[src/rtl/seg_pkg.sv]
// rtl/seg_pkg.sv - shared constants for the scanned 7-segment display interface
package seg_pkg;

  localparam int NUM_DIGITS = 6;
  localparam int NUM_CODES  = 16;
  localparam logic [NUM_DIGITS-1:0] SEL_BLANK = 6'b111111;

  // Active-low segment codes for hex values 0..F; bit7 is dp, bits 6..0 are g..a.
  localparam logic [0:NUM_CODES-1][7:0] SEG_CODES = {
    8'hC0, 8'hF9, 8'hA4, 8'hB0, 8'h99, 8'h92, 8'h82, 8'hF8,
    8'h80, 8'h90, 8'h88, 8'h83, 8'hC6, 8'hA1, 8'h86, 8'h8E
  };

  typedef enum logic [1:0] {
    ST_IDLE,
    ST_SETTLE,
    ST_HOLD
  } scan_state_e;

endpackage

[src/rtl/seg_to_num.sv]
// rtl/seg_to_num.sv - active-low 7-segment pattern to hex value, inverse of the encoder
module seg_to_num
  import seg_pkg::*;
(
  input  logic [6:0] seg_pat,
  output logic       legal,
  output logic [3:0] value
);

  always_comb begin
    legal = 1'b0;
    value = 4'd0;
    for (int i = 0; i < NUM_CODES; i++) begin
      if (seg_pat == SEG_CODES[i][6:0]) begin
        legal = 1'b1;
        value = 4'(i);
      end
    end
  end

endmodule

[src/rtl/seg_scan_decoder.sv]
// rtl/seg_scan_decoder.sv - recovers per-digit values from a scanned active-low 7-segment bus
module seg_scan_decoder
  import seg_pkg::*;
#(
  parameter int                    STABLE_CNT = 3,
  parameter logic [NUM_DIGITS-1:0] DIG_MASK   = 6'b111111
) (
  input  logic                  rst,
  input  logic                  div_clk,
  input  logic [NUM_DIGITS-1:0] sel_in,
  input  logic [7:0]            dig_in,
  output logic [3:0]            digit0,
  output logic [3:0]            digit1,
  output logic [3:0]            digit2,
  output logic [3:0]            digit3,
  output logic [3:0]            digit4,
  output logic [3:0]            digit5,
  output logic [NUM_DIGITS-1:0] digit_valid,
  output logic                  frame_done,
  output logic [NUM_DIGITS-1:0] dp_seen,
  output logic                  err
);

  logic [NUM_DIGITS-1:0] sel_s1_q, sel_s2_q, sel_prev_q;
  logic [7:0]            dig_s1_q, dig_s2_q, dig_prev_q;
  logic [3:0]            cnt_q, cnt_d;
  logic                  armed_q, armed_d;
  scan_state_e           state_q, state_d;
  logic [NUM_DIGITS-1:0] seen_q, seen_d, seen_set;
  logic [NUM_DIGITS-1:0][3:0] digit_q, digit_d;
  logic [NUM_DIGITS-1:0] valid_q, valid_d, dp_q, dp_d;
  logic                  frame_q, frame_d, err_q, err_d;

  logic       change, blank, hit, one_hot, legal;
  logic [2:0] idx;
  logic [3:0] value;

  seg_to_num u_seg_to_num (
    .seg_pat (dig_s2_q[6:0]),
    .legal   (legal),
    .value   (value)
  );

  always_comb begin
    change  = {sel_s2_q, dig_s2_q} != {sel_prev_q, dig_prev_q};
    blank   = sel_s2_q == SEL_BLANK;
    one_hot = $countones(~sel_s2_q) == 1;
    idx     = 3'd0;
    for (int k = 0; k < NUM_DIGITS; k++) begin
      if (!sel_s2_q[k]) idx = 3'(k);
    end

    if (change)                          cnt_d = 4'd0;
    else if (cnt_q == 4'(STABLE_CNT))    cnt_d = cnt_q;
    else                                 cnt_d = cnt_q + 4'd1;

    // Capture lands on the edge where the counter reaches the threshold, once per arming.
    hit     = !blank && !change && armed_q && (cnt_d == 4'(STABLE_CNT));
    armed_d = change ? 1'b1 : (hit ? 1'b0 : armed_q);

    if (blank)                                       state_d = ST_IDLE;
    else if (hit || (state_q == ST_HOLD && !change)) state_d = ST_HOLD;
    else                                             state_d = ST_SETTLE;

    digit_d  = digit_q;
    valid_d  = valid_q;
    dp_d     = dp_q;
    seen_set = seen_q;
    err_d    = 1'b0;
    if (hit) begin
      if (one_hot && legal) begin
        digit_d[idx]  = value;
        valid_d[idx]  = 1'b1;
        dp_d[idx]     = ~dig_s2_q[7];
        seen_set[idx] = 1'b1;
      end else begin
        err_d = 1'b1;
      end
    end

    // Frame completion clears seen in the same cycle, dropping any bit just set.
    frame_d = (seen_set & DIG_MASK) == DIG_MASK;
    seen_d  = frame_d ? '0 : seen_set;
  end

  always_ff @(posedge div_clk or negedge rst) begin
    if (!rst) begin
      sel_s1_q   <= SEL_BLANK;
      sel_s2_q   <= SEL_BLANK;
      sel_prev_q <= SEL_BLANK;
      dig_s1_q   <= 8'hFF;
      dig_s2_q   <= 8'hFF;
      dig_prev_q <= 8'hFF;
      cnt_q      <= 4'd0;
      armed_q    <= 1'b1;
      state_q    <= ST_IDLE;
      seen_q     <= '0;
      digit_q    <= '0;
      valid_q    <= '0;
      dp_q       <= '0;
      frame_q    <= 1'b0;
      err_q      <= 1'b0;
    end else begin
      sel_s1_q   <= sel_in;
      sel_s2_q   <= sel_s1_q;
      sel_prev_q <= sel_s2_q;
      dig_s1_q   <= dig_in;
      dig_s2_q   <= dig_s1_q;
      dig_prev_q <= dig_s2_q;
      cnt_q      <= cnt_d;
      armed_q    <= armed_d;
      state_q    <= state_d;
      seen_q     <= seen_d;
      digit_q    <= digit_d;
      valid_q    <= valid_d;
      dp_q       <= dp_d;
      frame_q    <= frame_d;
      err_q      <= err_d;
    end
  end

  assign digit0      = digit_q[0];
  assign digit1      = digit_q[1];
  assign digit2      = digit_q[2];
  assign digit3      = digit_q[3];
  assign digit4      = digit_q[4];
  assign digit5      = digit_q[5];
  assign digit_valid = valid_q;
  assign dp_seen     = dp_q;
  assign frame_done  = frame_q;
  assign err         = err_q;

endmodule

[config.mk]
export PLATFORM = sky130hd
export DESIGN_NAME = seg_scan_decoder
export DESIGN_NICKNAME = d
export VERILOG_FILES = /design/src/rtl/seg_pkg.sv /design/src/rtl/seg_to_num.sv /design/src/rtl/seg_scan_decoder.sv
export SDC_FILE = /design/constraint.sdc
export NUM_CORES = 1
export LEC_CHECK = 0
export CELL_PAD_IN_SITES_DETAIL_PLACEMENT = 1
export CELL_PAD_IN_SITES_GLOBAL_PLACEMENT = 1
export CORE_MARGIN = 5
export CORE_UTILIZATION = 34
export CTS_CLUSTER_SIZE = 20
export DETAILED_ROUTE_END_ITERATION = 6
export DONT_BUFFER_PORTS = 1
export PLACE_DENSITY_LB_ADDON = 0.1
export SYNTH_ARGS = -nofsm -noshare
export SYNTH_HDL_FRONTEND = slang
export SYNTH_HIERARCHICAL = 1
export SYNTH_SLANG_ARGS = --single-unit
export TNS_END_PERCENT = 50
[constraint.sdc]
create_clock -name div_clk -period 9.7 [get_ports div_clk]
set_clock_uncertainty 0.2 [all_clocks]
set_input_delay 0 -clock div_clk [delete_from_list [all_inputs] [get_ports div_clk]]
set_output_delay 0 -clock div_clk [all_outputs]
set_load 0.1 [all_outputs]
== Yosys cells after proc, flatten, opt, wreduce, memory -nomap -nowiden ==
Index checks and enable logic that the tools add are counted.

* Flip-flop bits (word level): 91
* Latch bits: 0
* RAM bits: 0
* ROM bits: 0
* Bits of input ports: 16
* Output and inout bits: 38
* Logic and storage cells: 113
* Memories kept: 0

* Add/sub/neg operators: 6
* $mul: 0
* Div/mod/pow operators: 0
* Magnitude comparators: 2
* Equal/unequal tests: 21
* Shifts and indexed selects: 0
* Mux-type cells: 51
* Bitwise gates (word level): 4
* Reduce and logical (&&, ||, !) cells: 10

{| class="wikitable"
|+ Operators by type and width
! cell !! count
|-
| $mux 4 || 11
|-
| $eq 7x7->1 const B || 4
|-
| $bwmux 24 || 1
|-
| $mux 1 || 23
|-
| $eq 7x5->1 const B || 3
|-
| $eq 7x6->1 const B || 3
|-
| $mux 3 || 6
|-
| $mux 6 || 3
|-
| $eq 7x2->1 const B || 2
|-
| $eq 7x4->1 const B || 2
|-
| $ne 14x14->1 || 1
|-
| $demux 4 s3 || 1
|-
| $eq 6x6->1 const B || 2
|-
| $or 6x6->6 || 2
|-
| $eq 4x2->1 const B || 2
|-
| $mux 2 || 4
|-
| $eq 7x3->1 const B || 1
|-
| $logic_not 7->1 || 1
|-
| $add 1x1->2 || 3
|-
| $bwmux 6 || 1
|-
| $not 6->6 || 1
|-
| $logic_and 1x1->1 || 5
|-
| $add 3x2->4 || 1
|-
| $add 4x1->4 const B || 1
|-
| other kinds (9) || 10
|}

== Depth between registers and ports, before layout ==
* Depth in word-level cells: 22
* Depth in mapped cells: 13
* Mapped depth without buffers: 13

== Modules after synthesis ==
Netlist, hierarchy kept.

{| class="wikitable"
|+ By module, submodules not included
! module !! instances !! cells an instance !! area an instance (um^2)
|-
| seg_scan_decoder || 1 || 227 || 3473.3
|-
| seg_to_num || 1 || 59 || 390.4
|}

== Worst setup path before layout ==
Ideal clock, no wire load.

* Kind: register to register
* Start point: register sel_s2_q[0]
* End point: register seen_q[1]
* Library setup time: 144 ps
* Arrival time: 3918 ps
* Path slack: 5438 ps
* Cell stages (with the launch flop): 14
* Path buffers: 0
* Period minus slack after synthesis: 4262 ps
* Path through: dfstp_2 -> fa_1 -> inv_1 -> fa_1 -> ha_1 -> inv_1 -> fa_1 -> and4_1 -> nand2_1 -> or3_1 -> nor4_2 -> o22ai_1 -> nor4_4 -> a21oi_2

* Longest elaborated chain between the ends: 10

{| class="wikitable"
|+ Ends and longest elaborated chain
! what !! line !! text
|-
| from (decl) || seg_scan_decoder.sv:24 || <nowiki>logic [NUM_DIGITS-1:0] sel_s1_q, sel_s2_q, sel_prev_q;</nowiki>
|-
| from (signal assigned) || seg_scan_decoder.sv:105 || <nowiki>sel_s2_q <= sel_s1_q;</nowiki>
|-
| $not 6->6 || seg_scan_decoder.sv:47 || <nowiki>one_hot = $countones(~sel_s2_q) == 1;</nowiki>
|-
| $add 1x1->2 (not written as such) || seg_scan_decoder.sv:47 ||
|-
| $add 2x2->3 (not written as such) || seg_scan_decoder.sv:47 ||
|-
| $add 3x2->4 (not written as such) || seg_scan_decoder.sv:47 ||
|-
| $eq 4x1->1 || seg_scan_decoder.sv:47 ||
|-
| $logic_and 1x1->1 || seg_scan_decoder.sv:71 || <nowiki>if (one_hot && legal) begin</nowiki>
|-
| $mux 6 || seg_scan_decoder.sv:71 ||
|-
| $mux 6 (*) || seg_scan_decoder.sv:70 || <nowiki>if (hit) begin</nowiki>
|-
| $eq 6x6->1 (*) || seg_scan_decoder.sv:82 || <nowiki>frame_d = (seen_set & DIG_MASK) == DIG_MASK;</nowiki>
|-
| net frame_d || seg_scan_decoder.sv:32 || <nowiki>logic frame_q, frame_d, err_q, err_d;</nowiki>
|-
| $mux 6 (*) || seg_scan_decoder.sv:83 || <nowiki>seen_d = frame_d ? '0 : seen_set;</nowiki>
|-
| net seen_d[1] || seg_scan_decoder.sv:29 || <nowiki>logic [NUM_DIGITS-1:0] seen_q, seen_d, seen_set;</nowiki>
|-
| to (signal assigned) || seg_scan_decoder.sv:113 || <nowiki>seen_q <= seen_d;</nowiki>
|-
| to (decl) || seg_scan_decoder.sv:29 ||
|}

The timed path passes the listed nets; every way through them passes the cells marked *.
A chain may end at the register's enable or synchronous reset.

== Worst setup path after layout ==
* Start point: register sel_s2_q[0]
* End point: register seen_q[4]

The elaborated chain is that of the path after synthesis.

==> run metrics <==
synth warn 6; Site Rows 39; Tightest Pin Transition 0.952 ns; CTS max path bufs 2; Max Clk Rate roughly 0.21 GHz; top-area cell type share of the netlist area 0.311; Hold Crit Start sel_in[1]; WL final around 8500 um; Period Utilization, post-route 0.484; Most used DFF post-synth dfrtp_1; WL/cell around 18 um; dpl hpwl roughly 5700 um; global route total overflow 0; 1st-iter DRT viols 56; drt first pass iters 4; Util after Layout 0.409; post-CTS setup buffer count 0; RSZ-0062 raised after global routing no; post-synth top area cell dfrtp_1; Tot GR Track Use 0.140; # diodes 0; NumNets Final approximately 340; Die X about 120 um; clock net sink count 91; crit path launch type register; Syn Nets 308; Crit. End Element register; Multi-input gate area about 1400 um2; DR vias between 2000 and 2500; Reg area around 2300 um2; synthesized area 3860 um2; FF-to-FF End seen_q[4]$_DFF_PN0_; initial antenna violation count 0; first-pass GRT wire length approximately 14000 um; final-report setup violation count 0; Layout Cells excl Fill 465; Peak VDD IR approximately 0.09 mV; later-pin clock latency in the skew report around 0.34 ns; Starting Density 0.343; Commonest cells post-synth 48 x dfrtp_1, 43 x dfstp_2, 16 x inv_1, 16 x xor2_1, 14 x nor2_1; Layout fillers around 1200; R2R cell count 13; die footprint around 14000 um2; Core Box Area around 11000 um2; post-synthesis sequential area ratio 0.603; reg2reg setup slack ~5.0 ns; final hold viol count 0; Synth area leaders dfrtp_1 31%, dfstp_2 29%, xor2_1 3.6%, mux2_1 3.5%, mux2_2 2.3%; pwr/cell area 176 nW/um2; Post-DP Area 4000 um2; worst min path class input port to register; Num CTS Buffers 9; Leak Pwr 2.00 nW; placed cell count around 420; final setup TNS 0 ns; top-count cell post-synth dfrtp_1; Slew HR 0.365; residual DRC count 0; worst setup margin between 5 and 6 ns; die height between 100 and 150 um; max-cap viol count 0; I/O pins 54; vias in the first global route approximately 2600; H-tree levels 3; Post-Place Setup Slack approximately 5.0 ns; layout cells sized above 1 0.283; root buf cell clkbuf_16; design area approximately 4600 um2; Reg clk slew, reported paths roughly 0.07 ns; Synth cell types between 50 and 60; worst setup path start sel_s2_q[0]$_DFF_PN1_; WS Path Type register to register; WHS Path Cells 1; Critical Path Fanout Max 7; worst r2r src sel_s2_q[0]$_DFF_PN1_; critical path required time just under 10 ns; CTS tree yes; pin count of the biggest net entering global routing a little over 90; FF+latch count, synth just over 90; Vias per Instance 4.92; Hold EP sel_s1_q[1]$_DFF_PN1_; Mapped Cells 286; GP Congestion about 0.8; IO buf count 0; asr flop ratio synth 1.00; synthesized area per cell about 14 um2; Antenna Nets Post-Route 0; Post-synth EDFFs 0; max-slew violations 0; status finished clean; min Tclk post-route roughly 4.7 ns; crit path DAT ~4.7 ns; synth-to-layout area growth 19.2%
[routing by layer]
| layer | share of wire | global-route usage | routed length [um] | vias to the layer above |
|---|---|---|---|---|
| li1 | - | - | - | 1061 |
| met1 | 0.45 | 0.186 | 3880 | 1188 |
| met2 | 0.49 | 0.218 | 4180 | 36 |
| met3 | 0.049 | 0.0440 | 422 | 4 |
| met4 | 0.0082 | 0.0459 | 70 | 0 |
| met5 | 0 | 0 | 0 | - |
[stage by stage]
stage | hold slack (ns) | power, mW
finish | 0.0292 | 0.811
global route | 0.00853 | 0.855
CTS | 0.00688 | 0.830
detailed placement | -0.491 | 0.442
global placement | -0.491 | 0.441
floorplan | -0.496 | 0.433
[report_power, final]
| group | leakage [nW] | internal (mW) | switching (mW) |
|---|---|---|---|
| logic | 0.719 | 0.0202 | 0.0233 |
| clock network | 0.153 | 0.205 | 0.154 |
| registers | 1.12 | 0.396 | 0.0127 |
[layout by cell type, fill, tap and decap left out, types with 3 or more instances in the layout]
cell type       n
nand2_1         9
nor2_1         14
inv_1          16
nand4_1         4
dlygate4sd3_1  27
a21oi_2         3
mux2i_1         5
mux2_1         12
fa_1            3
mux2_4          4
or2_1           7
nor4b_1         3
o21ai_1         4
nor2b_1         4
dfrtp_1        48
xnor2_1         4
inv_6           4
nor4_2          4
ha_1            3
a21oi_1         5
nor4_4          3
nor2_2          3
clkbuf_16       9
xor2_1         16
nor4_1          3
nor3b_1         5
dfstp_2        43
or3_1           6
mux2_2          8
[timing repair]
item                      CTS  global route
hold endpoints to repair  105             0
gates resized for setup     0             0
hold buffers               28             0
[kinds of logic after synthesis]
kind of cell    count (synthesis)  synth area share
flops                          91             0.603
mux                            29            0.0868
compound gates                 31            0.0586
xor+xnor                       20            0.0453
fa+ha+maj                       6            0.0253
buf+inv                        25            0.0279
simple gates                   84             0.153
[worst max path at each step]
stage          slack [ns]                  end  cells after the start
3_5_place_dp         4.96  seen_q[1]$_DFF_PN0_                     13
5_1_grt              4.65  seen_q[4]$_DFF_PN0_                     13
6_report             5.00  seen_q[4]$_DFF_PN0_                     13
4_1_cts              4.95  seen_q[2]$_DFF_PN0_                     13
2_1_floorplan        5.44  seen_q[1]$_DFF_PN0_                     13
3_3_place_gp         5.09  seen_q[4]$_DFF_PN0_                     13
[sequential cells by signal, indices dropped and copies added (netlist names), 6 cells and up]
name / cells
dig_s1_q: 8
digit_valid: 6
seen_q: 6
dig_s2_q: 8
sel_s2_q: 6
dig_prev_q: 8
dp_seen: 6
sel_s1_q: 6
sel_prev_q: 6
[final cells by class]
class / count / area share
Inverter: 16 / 0.0130
Tap cell: 143 / 0.0388
Clock inverter: 7 / 0.0177
Timing Repair Buffer: 29 / 0.0663
Sequential cell: 91 / 0.506
Clock buffer: 9 / 0.0489
Multi-Input combinational cell: 170 / 0.309
[worst max-delay path, cell delays in order (launching register included)]
cell and delay [ns]:
dfstp_2 0.40, fa_1 0.54, inv_1 0.05, fa_1 0.48
ha_1 0.14, inv_1 0.05, fa_1 0.50, and4_1 0.27
nand2_1 0.19, or3_1 0.39, nor4_2 0.48, o22ai_1 0.24
nor4_4 0.58, a21oi_2 0.04
No activity file was read; power rests on OpenSTA's default activity.
